===== config.mk =====
export PLATFORM = sky130hd
export DESIGN_NAME = monitor_mux_sequencer_flat
export DESIGN_NICKNAME = d
export VERILOG_FILES = /design/src/rtl/monitor_mux_sequencer_if.sv /design/src/rtl/monitor_mux_sequencer.sv /design/src/flat_wrapper.sv
export SDC_FILE = /design/constraint.sdc
export NUM_CORES = 1
export LEC_CHECK = 0
export ABC_AREA = 1
export CAP_MARGIN = 20
export CORE_AREA = 5 5 121 123
export CTS_BUF_LIST = sky130_fd_sc_hd__clkbuf_8
export DETAILED_ROUTE_END_ITERATION = 10
export DIE_AREA = 0 0 126 128
export GPL_TIMING_DRIVEN = 0
export PLACE_DENSITY = 0.87
export SYNTH_ARGS = -nofsm -noshare
export SYNTH_HDL_FRONTEND = slang
export SYNTH_SLANG_ARGS = --single-unit
export TNS_END_PERCENT = 100

===== constraint.sdc =====
create_clock -name clk -period 8.7 [get_ports clk]
set_input_delay 1.74 -clock clk [delete_from_list [all_inputs] [get_ports clk]]
set_output_delay 1.74 -clock clk [all_outputs]
set_load 0.01 [all_outputs]

===== src/rtl/monitor_mux_sequencer_if.sv =====
// Signal bundle between the monitoring-MUX sequencer, its command source, the analog MUX and the monitoring ADC.
interface monitor_mux_sequencer_if #(
    parameter int N_CH  = 40,
    parameter int ADC_W = 12
);
    logic             start;
    logic             mode;
    logic [5:0]       ch_addr;
    logic [N_CH-1:0]  ch_mask;
    logic             abort;
    logic             adc_done;
    logic [ADC_W-1:0] adc_data;
    logic [N_CH-1:0]  select;
    logic             adc_start;
    logic             busy;
    logic             result_valid;
    logic [5:0]       result_ch;
    logic [ADC_W-1:0] result_data;
    logic             scan_done;
    logic             err_invalid_ch;
    logic             err_timeout;

    modport master (
        output start, mode, ch_addr, ch_mask, abort, adc_done, adc_data,
        input  select, adc_start, busy, result_valid, result_ch, result_data,
               scan_done, err_invalid_ch, err_timeout
    );

    modport slave (
        input  start, mode, ch_addr, ch_mask, abort, adc_done, adc_data,
        output select, adc_start, busy, result_valid, result_ch, result_data,
               scan_done, err_invalid_ch, err_timeout
    );
endinterface


===== src/rtl/monitor_mux_sequencer.sv =====
// Drives the one-hot select of the monitoring analog MUX and sequences break, settle and ADC
// conversion for a single channel or an ascending masked scan; every output is registered.
module monitor_mux_sequencer #(
    parameter int N_CH           = 40,
    parameter int SETTLE_CYCLES  = 16,
    parameter int TIMEOUT_CYCLES = 255,
    parameter int ADC_W          = 12
) (
    input  logic                   clk,
    input  logic                   rst_n,
    monitor_mux_sequencer_if.slave bus
);
    localparam int CH_W  = 6;
    localparam int MAX_C = (SETTLE_CYCLES > TIMEOUT_CYCLES) ? SETTLE_CYCLES : TIMEOUT_CYCLES;
    localparam int CNT_W = $clog2(MAX_C + 1);

    typedef enum logic [2:0] {IDLE, BREAK, SETTLE, CONVERT, WAIT, STORE} state_t;

    state_t           state_q, state_d;
    logic             mode_q, mode_d;
    logic [N_CH-1:0]  mask_q, mask_d;
    logic [CH_W-1:0]  ch_q, ch_d;
    logic [CNT_W-1:0] cnt_q, cnt_d;
    logic [N_CH-1:0]  select_q, select_d;
    logic             adc_start_q, adc_start_d;
    logic             busy_q, busy_d;
    logic             result_valid_q, result_valid_d;
    logic [CH_W-1:0]  result_ch_q, result_ch_d;
    logic [ADC_W-1:0] result_data_q, result_data_d;
    logic             scan_done_q, scan_done_d;
    logic             err_inv_q, err_inv_d;
    logic             err_to_q, err_to_d;
    logic             leave;
    logic [CH_W:0]    first_hit, next_hit;

    // Lowest enabled channel at or above lo; MSB of the result flags that one was found.
    function automatic logic [CH_W:0] find_from(input logic [N_CH-1:0] m, input int lo);
        logic [CH_W:0] r;
        r = '0;
        for (int i = N_CH - 1; i >= 0; i--) begin
            if (i >= lo && m[i]) r = {1'b1, CH_W'(i)};
        end
        return r;
    endfunction

    assign first_hit = find_from(bus.ch_mask, 0);
    assign next_hit  = find_from(mask_q, int'(ch_q) + 1);

    always_ff @(posedge clk or negedge rst_n) begin
        if (!rst_n) begin
            state_q        <= IDLE;
            mode_q         <= 1'b0;
            mask_q         <= '0;
            ch_q           <= '0;
            cnt_q          <= '0;
            select_q       <= '0;
            adc_start_q    <= 1'b0;
            busy_q         <= 1'b0;
            result_valid_q <= 1'b0;
            result_ch_q    <= '0;
            result_data_q  <= '0;
            scan_done_q    <= 1'b0;
            err_inv_q      <= 1'b0;
            err_to_q       <= 1'b0;
        end else begin
            state_q        <= state_d;
            mode_q         <= mode_d;
            mask_q         <= mask_d;
            ch_q           <= ch_d;
            cnt_q          <= cnt_d;
            select_q       <= select_d;
            adc_start_q    <= adc_start_d;
            busy_q         <= busy_d;
            result_valid_q <= result_valid_d;
            result_ch_q    <= result_ch_d;
            result_data_q  <= result_data_d;
            scan_done_q    <= scan_done_d;
            err_inv_q      <= err_inv_d;
            err_to_q       <= err_to_d;
        end
    end

    always_comb begin
        state_d        = state_q;
        mode_d         = mode_q;
        mask_d         = mask_q;
        ch_d           = ch_q;
        cnt_d          = cnt_q;
        select_d       = select_q;
        adc_start_d    = 1'b0;
        result_valid_d = 1'b0;
        result_ch_d    = result_ch_q;
        result_data_d  = result_data_q;
        scan_done_d    = 1'b0;
        err_inv_d      = 1'b0;
        err_to_d       = 1'b0;
        leave          = 1'b0;

        if (bus.abort) begin
            state_d  = IDLE;
            select_d = '0;
        end else begin
            case (state_q)
                IDLE: begin
                    if (bus.start) begin
                        select_d = '0;
                        mode_d   = bus.mode;
                        mask_d   = bus.ch_mask;
                        if (!bus.mode) begin
                            if (int'(bus.ch_addr) >= N_CH) begin
                                err_inv_d = 1'b1;
                            end else begin
                                ch_d    = bus.ch_addr;
                                state_d = BREAK;
                            end
                        end else if (first_hit[CH_W]) begin
                            ch_d    = first_hit[CH_W-1:0];
                            state_d = BREAK;
                        end else begin
                            scan_done_d = 1'b1;
                        end
                    end
                end
                BREAK: begin
                    state_d  = SETTLE;
                    select_d = {{(N_CH-1){1'b0}}, 1'b1} << ch_q;
                    cnt_d    = '0;
                end
                SETTLE: begin
                    if (cnt_q == CNT_W'(SETTLE_CYCLES - 1)) begin
                        state_d     = CONVERT;
                        adc_start_d = 1'b1;
                    end else begin
                        cnt_d = cnt_q + 1'b1;
                    end
                end
                CONVERT: begin
                    state_d = WAIT;
                    cnt_d   = '0;
                end
                WAIT: begin
                    // A conversion landing in the final wait cycle still counts as a result.
                    if (bus.adc_done) begin
                        state_d        = STORE;
                        result_valid_d = 1'b1;
                        result_ch_d    = ch_q;
                        result_data_d  = bus.adc_data;
                    end else if (cnt_q == CNT_W'(TIMEOUT_CYCLES - 1)) begin
                        err_to_d = 1'b1;
                        leave    = 1'b1;
                    end else begin
                        cnt_d = cnt_q + 1'b1;
                    end
                end
                STORE: leave = 1'b1;
                default: begin
                    state_d  = IDLE;
                    select_d = '0;
                end
            endcase
        end

        // Single mode keeps the node routed for observation; a scan moves up or finishes.
        if (leave) begin
            if (!mode_q) begin
                state_d = IDLE;
            end else if (next_hit[CH_W]) begin
                state_d  = BREAK;
                ch_d     = next_hit[CH_W-1:0];
                select_d = '0;
            end else begin
                state_d     = IDLE;
                select_d    = '0;
                scan_done_d = 1'b1;
            end
        end

        busy_d = (state_d != IDLE);
    end

    assign bus.select         = select_q;
    assign bus.adc_start      = adc_start_q;
    assign bus.busy           = busy_q;
    assign bus.result_valid   = result_valid_q;
    assign bus.result_ch      = result_ch_q;
    assign bus.result_data    = result_data_q;
    assign bus.scan_done      = scan_done_q;
    assign bus.err_invalid_ch = err_inv_q;
    assign bus.err_timeout    = err_to_q;

    a_select_onehot0: assert property (@(posedge clk) disable iff (!rst_n) $onehot0(select_q));
endmodule


===== src/flat_wrapper.sv =====
// flat-port wrapper written by rule: the top's interface ports become plain ports
module monitor_mux_sequencer_flat 
#(
    parameter int N_CH           = 40,
    parameter int SETTLE_CYCLES  = 16,
    parameter int TIMEOUT_CYCLES = 255,
    parameter int ADC_W          = 12
)
  (clk, rst_n, bus_start, bus_mode, bus_ch_addr, bus_ch_mask, bus_abort, bus_adc_done, bus_adc_data, bus_select, bus_adc_start, bus_busy, bus_result_valid, bus_result_ch, bus_result_data, bus_scan_done, bus_err_invalid_ch, bus_err_timeout);
  monitor_mux_sequencer_if #(.N_CH(N_CH), .ADC_W(ADC_W)) bus_i ();
  input  logic clk;
  input  logic rst_n;
  input wire logic [$bits(bus_i.start)-1:0] bus_start;
  input wire logic [$bits(bus_i.mode)-1:0] bus_mode;
  input wire logic [$bits(bus_i.ch_addr)-1:0] bus_ch_addr;
  input wire logic [$bits(bus_i.ch_mask)-1:0] bus_ch_mask;
  input wire logic [$bits(bus_i.abort)-1:0] bus_abort;
  input wire logic [$bits(bus_i.adc_done)-1:0] bus_adc_done;
  input wire logic [$bits(bus_i.adc_data)-1:0] bus_adc_data;
  output wire logic [$bits(bus_i.select)-1:0] bus_select;
  output wire logic [$bits(bus_i.adc_start)-1:0] bus_adc_start;
  output wire logic [$bits(bus_i.busy)-1:0] bus_busy;
  output wire logic [$bits(bus_i.result_valid)-1:0] bus_result_valid;
  output wire logic [$bits(bus_i.result_ch)-1:0] bus_result_ch;
  output wire logic [$bits(bus_i.result_data)-1:0] bus_result_data;
  output wire logic [$bits(bus_i.scan_done)-1:0] bus_scan_done;
  output wire logic [$bits(bus_i.err_invalid_ch)-1:0] bus_err_invalid_ch;
  output wire logic [$bits(bus_i.err_timeout)-1:0] bus_err_timeout;
  assign bus_i.start = bus_start;
  assign bus_i.mode = bus_mode;
  assign bus_i.ch_addr = bus_ch_addr;
  assign bus_i.ch_mask = bus_ch_mask;
  assign bus_i.abort = bus_abort;
  assign bus_i.adc_done = bus_adc_done;
  assign bus_i.adc_data = bus_adc_data;
  assign bus_select = bus_i.select;
  assign bus_adc_start = bus_i.adc_start;
  assign bus_busy = bus_i.busy;
  assign bus_result_valid = bus_i.result_valid;
  assign bus_result_ch = bus_i.result_ch;
  assign bus_result_data = bus_i.result_data;
  assign bus_scan_done = bus_i.scan_done;
  assign bus_err_invalid_ch = bus_i.err_invalid_ch;
  assign bus_err_timeout = bus_i.err_timeout;
  monitor_mux_sequencer #(.N_CH(N_CH), .SETTLE_CYCLES(SETTLE_CYCLES), .TIMEOUT_CYCLES(TIMEOUT_CYCLES), .ADC_W(ADC_W)) u_core (.clk(clk), .rst_n(rst_n), .bus(bus_i));
endmodule

After elaboration in Yosys (flattened, before gate mapping)
Cells that the tools add are included.
- flip-flop bits (word level): 122
- input bits: 64
- output and inout bits: 64
- word-level logic and storage cells: 251
- $add $sub $neg: 2
- order comparisons: 41
- equality and inequality tests: 10
- shift operators: 1
- multiplexer cells: 134
- bitwise operators: 1
- reductions and logical operators: 48
- operators by type and width (kind ; number):
    two-way mux 7 bit ; 80
    >= comparator 6 x 32 -> 1 bit (first input constant) ; 16
    >= comparator 5 x 32 -> 1 bit (first input constant) ; 8
    >= comparator 7 x 32 -> 1 bit (first input constant) ; 8
    two-way mux 40 bit ; 4
    >= comparator 4 x 32 -> 1 bit (first input constant) ; 4
    one-hot mux 40 bit (3 select lines) ; 1
    >= comparator 3 x 32 -> 1 bit (first input constant) ; 2
    two-way mux 6 bit ; 9
    logical AND 1 bit ; 40
    left shift 1 x 6 -> 40 bit (first input constant) ; 1
    >= comparator 1 x 32 -> 1 bit (first input constant) ; 1
    >= comparator 2 x 32 -> 1 bit (first input constant) ; 1
    two-way mux 3 bit ; 9
    two-way mux 1 bit ; 25
    two-way mux 8 bit ; 3
    one-hot mux 8 bit (3 select lines) ; 1
    one-hot mux 3 bit (6 select lines) ; 1
    adder 8 x 1 -> 8 bit (second input constant) ; 1
    == test 8 x 4 -> 1 bit (second input constant) ; 1
    == test 8 bit (second input constant) ; 1
    adder 6 x 1 -> 7 bit (second input constant) ; 1
    == test 3 x 2 -> 1 bit (second input constant) ; 2
    == test 3 bit (second input constant) ; 2
    11 further kinds ; 15

Depth between registers and ports, before layout
Gate-level depths: netlist of run 1.
- depth after elaboration: 48
- depth in mapped cells: 47
- mapped depth without buffers: 47

Worst setup path after synthesis of run 1
OpenSTA, ideal clock, no wires.
- path kind: input to register
- from: input port bus_ch_mask[39]
- to: register u_core.ch_q[0]
- setup time: 0.073 ns
- data arrival time: 3.765 ns
- required time: 8.627 ns
- slack: 4.861 ns
- stages on the path: 28
- path buffers: 0
- path through: inv_1 o21ai_0 a21oi_1 o21ai_0 a21oi_1 o21ai_0 a21oi_1 o21ai_0 a21oi_1 o21ai_0 a21oi_1 o21ai_0 a21oi_1 o21ai_0 nand2_1 nand2_1 nand2_1 nand2_1 nand2_1 nand2_1 nand2_1 nand2_1 nand2_1 nand2_1 nand2_1 nand2_1 a21oi_1 a21oi_2
- longest elaborated chain between the ends: 48
- RTL lines (what ; line ; source):
    start: declaration ; flat_wrapper.sv:16 ; input wire logic [$bits(bus_i.ch_mask)-1:0] bus_ch_mask;
    two-way mux 7 bit * (40 in a row) ; monitor_mux_sequencer.sv:41 ; if (i >= lo && m[i]) r = {1'b1, CH_W'(i)};
    two-way mux 6 bit * ; monitor_mux_sequencer.sv:116 ; end else if (first_hit[CH_W]) begin
    two-way mux 6 bit * ; monitor_mux_sequencer.sv:109 ; if (!bus.mode) begin
    two-way mux 6 bit * ; monitor_mux_sequencer.sv:105 ; if (bus.start) begin
    two-way mux 6 bit * ; monitor_mux_sequencer.sv:103 ; case (state_q)
    two-way mux 6 bit * ; monitor_mux_sequencer.sv:99 ; if (bus.abort) begin
    two-way mux 6 bit ; monitor_mux_sequencer.sv:167 ; end else if (next_hit[CH_W]) begin
    two-way mux 6 bit ; monitor_mux_sequencer.sv:165 ; if (!mode_q) begin
    two-way mux 6 bit * ; monitor_mux_sequencer.sv:164 ; if (leave) begin
    via u_core.ch_d[0] ; monitor_mux_sequencer.sv:22 ; logic [CH_W-1:0] ch_q, ch_d;
    end signal: assignment ; monitor_mux_sequencer.sv:69 ; ch_q <= ch_d;
    end: declaration ; monitor_mux_sequencer.sv:22 ;
The timed path passes the listed nets; every way through them passes the cells marked *.
A chain may end at the register's enable or synchronous reset.

Final worst setup path of run 1
Same ends and word-level chain as after synthesis.

==> metrics, run 1 <==
Netlist cell types 42; total gr overflow 0; CTS resizes 0; Max Buffers Root-to-Sink 2; PD cells approximately 220 mW/mm^2; Seq cells post-synth around 120; core area 0.0136 sq mm; Slowest-stage cell, CP clkdlybuf4s50_1; DR WL/cell approximately 15 um; Max-slew headroom 0.310; peak per-stage delay on the critical path 0.53 ns; Static Leak between 4 and 5 nW; kind of critical path input port to register; Final Power between 1.5 and 2 mW; critical path startpoint category input port; worst-margin pin slew approximately 1.0 ns; worst vdd ir 0.130 mV; Avg Cell Area, Syn ~7.3 sq um; Period Utilization, post-route 0.512; die width 126 um; final hold viol count 0; CP Max Fanout 3; die area 0.0161 sq mm; Synth top area share 0.454; share of layout cells above drive strength 1 0.0547; max cap viols 0; Tmin final between 4 and 5 ns; Setup crit end kind register; worst reg-to-reg setup slack 4.66 ns; Finish-stage setup viols 0; switching power 0.666 mW; first-pass GRT wire length 31800 um; Final Skew 0.0117 ns; Finished Cell Area around 0.0087 sq mm; dpl cell area between 0.008 and 0.009 sq mm; gr usage total 0.244; arrival time at the worst endpoint between 4 and 5 ns; setup TNS 0 ns; row count 43; clk_lat worst skew 0.44 ns; Vert. Die Dim around 130 um; Syn Nets about 990; area leader, netlist dfrtp_1; vias in the first global route ~6.6k; Area contributors post-synth dfrtp_1 (45%), nand2_1 (14%), nor2_1 (7.4%), inv_1 (5.9%), o21ai_0 (5.1%); Placer Congestion around 1; worst hold margin 0.481 ns; Syn Std Cell Area between 0.006 and 0.007 sq mm; initial antenna violation count 0; CTS Root Cell clkbuf_8; R2R Path Start u_core.ch_q[0]; Min-Delay Path Depth 2; hold crit path type register to register; Starting Density 0.496; Clk network pwr share 0.304; TritonCTS buffer count 17; TritonCTS Sinks ~120; # H-tree levels 4; r2r worst-path depth 19; Top Ports about 130; WL final between 15000 and 20000 um; Max Fclk between 200 and 250 MHz; Detail Route Antenna Nets 0; CTS tree built; HPWL Detailed between 10000 and 15000 um; post-CTS setup buffer count 0; Sw Share 0.352; DR vias approximately 7k; P_int roughly 1.2 mW; Area Overhead vs Synth 29.4%; Hold Startpoint u_core.bus.result_data[8]; Top Family by Delay on Critical Path compound AO/OA/AOI/OAI gates; run status finished clean; Post-route DRC 0; unrepaired setup endpoints after global routing no; Synthesis Warnings 0; largest net degree at the start of global routing between 60 and 70; sequential share of the synthesized area 0.454; Port Buffer Count 127; clk slew on worst S/H paths ~0.070 ns; Reg-to-Reg End u_core.ch_q[1]; CP most frequent cell nand2_1; CTS Hold Bufs 0; nets@finish 1139; Flop pwr share 0.374; Logic pwr share 0.322; post-synthesis cell count between 900 and 1k; DR vias/cell between 5 and 6; Final Max Tran Viols 0; DR pass1 iterations 7; ant diodes 0; drt first-iter violations 649; Worst Hold End u_core.bus.result_data[8]; Req. time, crit path ~9 ns; Buf/Inv on CP 2
placed cells by master (no fill, tap or decap), types with 4 or more instances in the layout:
cell,count
a21oi_1,35
a22oi_1,28
a31oi_1,8
a32oi_1,4
bufinv_16,5
clkbuf_1,20
clkbuf_8,20
clkdlybuf4s50_1,126
dfrtp_1,122
ha_1,9
inv_1,110
inv_2,6
nand2_1,254
nand2_2,5
nand3_1,34
nand4_1,10
nor2_1,133
nor3_1,19
nor4_1,8
o211ai_1,10
o21ai_0,68
o21ai_1,4
o31ai_1,4
area by class of cell:
type	instances	area, sq um
buffer	25	108
clock buffer	20	275
clock inverter	11	178
fill	1160	4860
inverter	114	432
multi-input combinational	658	3130
sequential	122	3050
tap	180	225
timing repair buffer	128	1300
power groups by stage:
stage               Clock (mW)  Sequential [mW]  Combinational (mW)
detailed placement           0            0.714               0.597
floorplan                    0            0.709               0.395
global placement             0            0.713               0.584
finish                   0.575            0.708               0.610
CTS                      0.579            0.706               0.600
global route             0.606            0.717               0.689
tightest hold or removal path, cell delays in order, from the launching register on:
cell     delay [ns]
dfrtp_1        0.35
nand2_1        0.05
nand2_1        0.05
how the worst max path moves through the flow:
| stage | depth (start not counted) | from | slack, ns | to |
|---|---|---|---|---|
| floorplan | 28 | bus_ch_mask[39] | 4.86 | u_core.ch_q[0] |
| global placement | 1 | rst_n | 1.32 | u_core.bus.result_data[8] |
| detailed placement | 29 | bus_ch_mask[39] | 3.85 | u_core.ch_q[0] |
| CTS | 29 | bus_ch_mask[39] | 4.29 | u_core.ch_q[0] |
| global route | 29 | bus_ch_mask[39] | 3.91 | u_core.ch_q[0] |
| finish | 29 | bus_ch_mask[39] | 4.24 | u_core.ch_q[0] |
cells in the mapped netlist, drive strengths merged:
library cell  number
a22oi             28
o211ai            10
a21boi             1
o21bai             2
o21ai             73
and2               1
a41oi              1
nand3             35
a311oi             1
o21a               1
buf                5
o221ai             2
a31oi              8
clkinv             1
a21oi             36
nor2             137
nand2            262
o31ai              4
nand4             11
dfrtp            122
xnor2              1
ha                 9
clkbuf            20
a32oi              4
inv              113
nor3              19
o22ai              1
or2                1
o311ai             2
nor4               8
cells by family after synthesis:
group / Yosys count / share of synthesized area
simple gates: 474 / 0.292
flops: 122 / 0.454
fa+ha+maj: 9 / 0.0168
xor+xnor: 1 / 0.00130
compound gates: 174 / 0.155
buf+inv: 139 / 0.0802
registers in the layout, summed over array words and instances (netlist names), 3 cells and up:
signal                  flops
u_core.state_q              3
u_core.cnt_q                8
u_core.bus.select          40
u_core.bus.result_data     12
u_core.ch_q                 6
u_core.bus.result_ch        6
u_core.mask_q              40
layer usage:
layer,global-route usage,part of all wire,routed length [um]
met4,0.0953,0.023,437
met5,0,0,0
met1,0.318,0.42,8120
met2,0.392,0.46,8970
met3,0.0671,0.095,1850
per-stage QoR:
step,utilization,setup WS (ns),cells
after floorplan,-,4.86,919
after global placement,0.606,1.32,1226
after detailed placement,0.608,3.85,1227
after CTS,0.642,4.29,1258
after global routing,0.642,3.91,1258
final,0.642,4.24,1258
Power figures use the tool's default switching activity.
==> run 2, diff against run 1 <==
==> constraint.sdc (replaced) <==
create_clock -name clk -period 4.2 [get_ports clk]
set_input_delay 0.84 -clock clk [delete_from_list [all_inputs] [get_ports clk]]
set_output_delay 0.84 -clock clk [all_outputs]
set_load 0.01 [all_outputs]
==> run 2 against run 1 <==
Total power is 110% higher. Worst hold slack worse by 0.12 ns. Cell count is 0.24% higher. Die area stayed put. Combinational power is 110% higher. Via count is 0.77% higher. Sequential power is 110% higher. Register-to-register slack worse by 4.3 ns. Non-clock buffer count is 3 higher. Setup slack worse by 3.9 ns. Critical endpoint unchanged. Largest cell class unchanged. Largest power group unchanged.
==> metrics, run 2 (synthesis gave the netlist of run 1 again) <==
Finished Cell Area 0.00876 sq mm (+0.65%); arrival time at the worst endpoint 4.23 ns (-0.61 ns); Final Skew 0.0111 ns (-0.000659 ns); ant diodes 0 (unchanged); Placement Setup Slack 0.248 ns (-3.60 ns); Post-Route Utilization 0.646 (+0.00415); WL final 19600 um (+1.1%); TritonCTS buffer count 17 (unchanged); kind of critical path register to register; Req. time, crit path 4.58 ns (-4.50 ns); gr usage total 0.244 (unchanged); critical path startpoint category register; DR vias/cell 5.48 (+0.53%); row count 43 (unchanged); worst vdd ir 0.267 mV (+100%); CP Max Fanout 10 (+7); Top Ports 128 (unchanged); peak per-stage delay on the critical path 0.41 ns (-0.12 ns); TritonCTS Sinks 122 (unchanged); min setup slack post-route 0.352 ns (-3.89 ns); fillers 1147 (-1.1%); Setup crit end kind register; total gr overflow 0 (unchanged); vias in the first global route 6619 (unchanged); Max-slew headroom 0.271 (-0.0388); CTS Hold Bufs 0 (unchanged); first-pass GRT wire length 31800 um (unchanged); Final Power 3.95 mW (+110%); DR pass1 iterations 6 (-1); dpl cell area 0.00825 sq mm (unchanged); commonest non-fill, non-tap cells in the layout nand2_1 (253), nor2_1 (130), clkdlybuf4s50_1 (126); Placer Congestion 0.974 (unchanged); Static Leak 4.20 nW (+0.20%); nets@finish 1142 (+0.26%); Final Max Tran Viols 0 (unchanged); hold crit path type input port to asynchronous set/reset pin; HPWL Detailed 14800 um (unchanged); Vert. Die Dim 128 um (unchanged); CP most frequent cell nand2_1; drt first-iter violations 711 (+9.6%); DR vias 6912 (+0.77%); final hold viol count 0 (unchanged); DR WL/cell 15.5 um (+0.86%); worst reg-to-reg setup slack 0.35 ns (-4.31 ns); largest net degree at the start of global routing 66 (unchanged); core area 0.0136 sq mm (unchanged); max cap viols 0 (unchanged); die area 0.0161 sq mm (unchanged); Max Fclk approximately 260 MHz; Finish-stage setup viols 0 (unchanged); Port Buffer Count 127 (unchanged); clk slew on worst S/H paths 0.07 ns (about the same); Post-route DRC 0 (unchanged); CTS Root Cell clkbuf_8; CTS tree built; die width 126 um (unchanged); Period Utilization, post-route 0.916; PD cells 452 mW/mm^2 (+110%); Tmin final between 3 and 4 ns; Starting Density 0.496 (unchanged); # H-tree levels 4 (unchanged); initial antenna violation count 0 (unchanged); run status finished clean; Max Buffers Root-to-Sink 2 (unchanged); Area Overhead vs Synth 30.3%; worst-margin pin slew 1.08 ns (+0.0578 ns); clk_lat worst skew 0.45 ns (about the same); most common cell after layout, fill and taps aside nand2_1; Detail Route Antenna Nets 0 (unchanged); Slowest-stage cell, CP dfrtp_1; share of layout cells above drive strength 1 0.0685 (+0.0137)
run 2: final timing paths:
check                           depth (start not counted)                        end                      start
worst max-delay path                                   47             u_core.ch_q[0]             u_core.ch_q[2]
worst min-delay path                                    1          u_core.mask_q[19]                      rst_n
worst max register to register                         47             u_core.ch_q[0]             u_core.ch_q[2]
worst min register to register                          2  u_core.bus.result_data[8]  u_core.bus.result_data[8]
max in group asynchronous                               2            u_core.cnt_q[3]                      rst_n
min in group clk                                        2  u_core.bus.result_data[8]  u_core.bus.result_data[8]
run 2: critical path, delay by kind of cell (launching register included):
| kind | cells | cell delay [ns] |
|---|---|---|
| compound gates | 1 | 0.11 |
| fa+ha+maj | 1 | 0.35 |
| buf+inv | 3 | 0.48 |
| flops | 1 | 0.41 |
| simple gates | 42 | 2.41 |
run 2: power breakdown:
part	switching, mW	internal, mW	leakage (nW)
Combinational	0.822	0.472	2.36
Clock	0.449	0.741	0.240
Sequential	0.124	1.34	1.60
Total	1.40	2.56	4.20
run 2: what timing repair did:
action,CTS,global route
buffers inserted,0,3
setup endpoints to repair,0,4
gates resized for setup,0,17
run 2: metrics by stage:
stage / hold slack [ns] / TNS [ns] / std cells
global placement: 0.460 / -277.62 / 1226
global route: 0.389 / -0.0619 / 1261
detailed placement: 0.466 / 0 / 1227
CTS: 0.366 / 0 / 1258
floorplan: 0.436 / 0 / 919
finish: 0.361 / 0 / 1261
run 2: layer usage:
layer	track usage	routed length [um]	vias up
li1	-	-	3301
met1	0.318	8210	3205
met2	0.392	9060	344
met3	0.0671	1800	62
met4	0.0953	524	0
met5	0	0	-
run 2: layout make-up:
cell class | count | area, sq um | area share
inverters | 114 | 435 | 0.0497
flip-flops and latches | 122 | 3060 | 0.349
clock inverters | 11 | 178 | 0.0203
repair buffers | 131 | 1320 | 0.151
well taps | 180 | 225 | 0.0257
multi-input cells | 658 | 3150 | 0.360
clock buffers | 20 | 275 | 0.0314
plain buffers | 25 | 114 | 0.0130
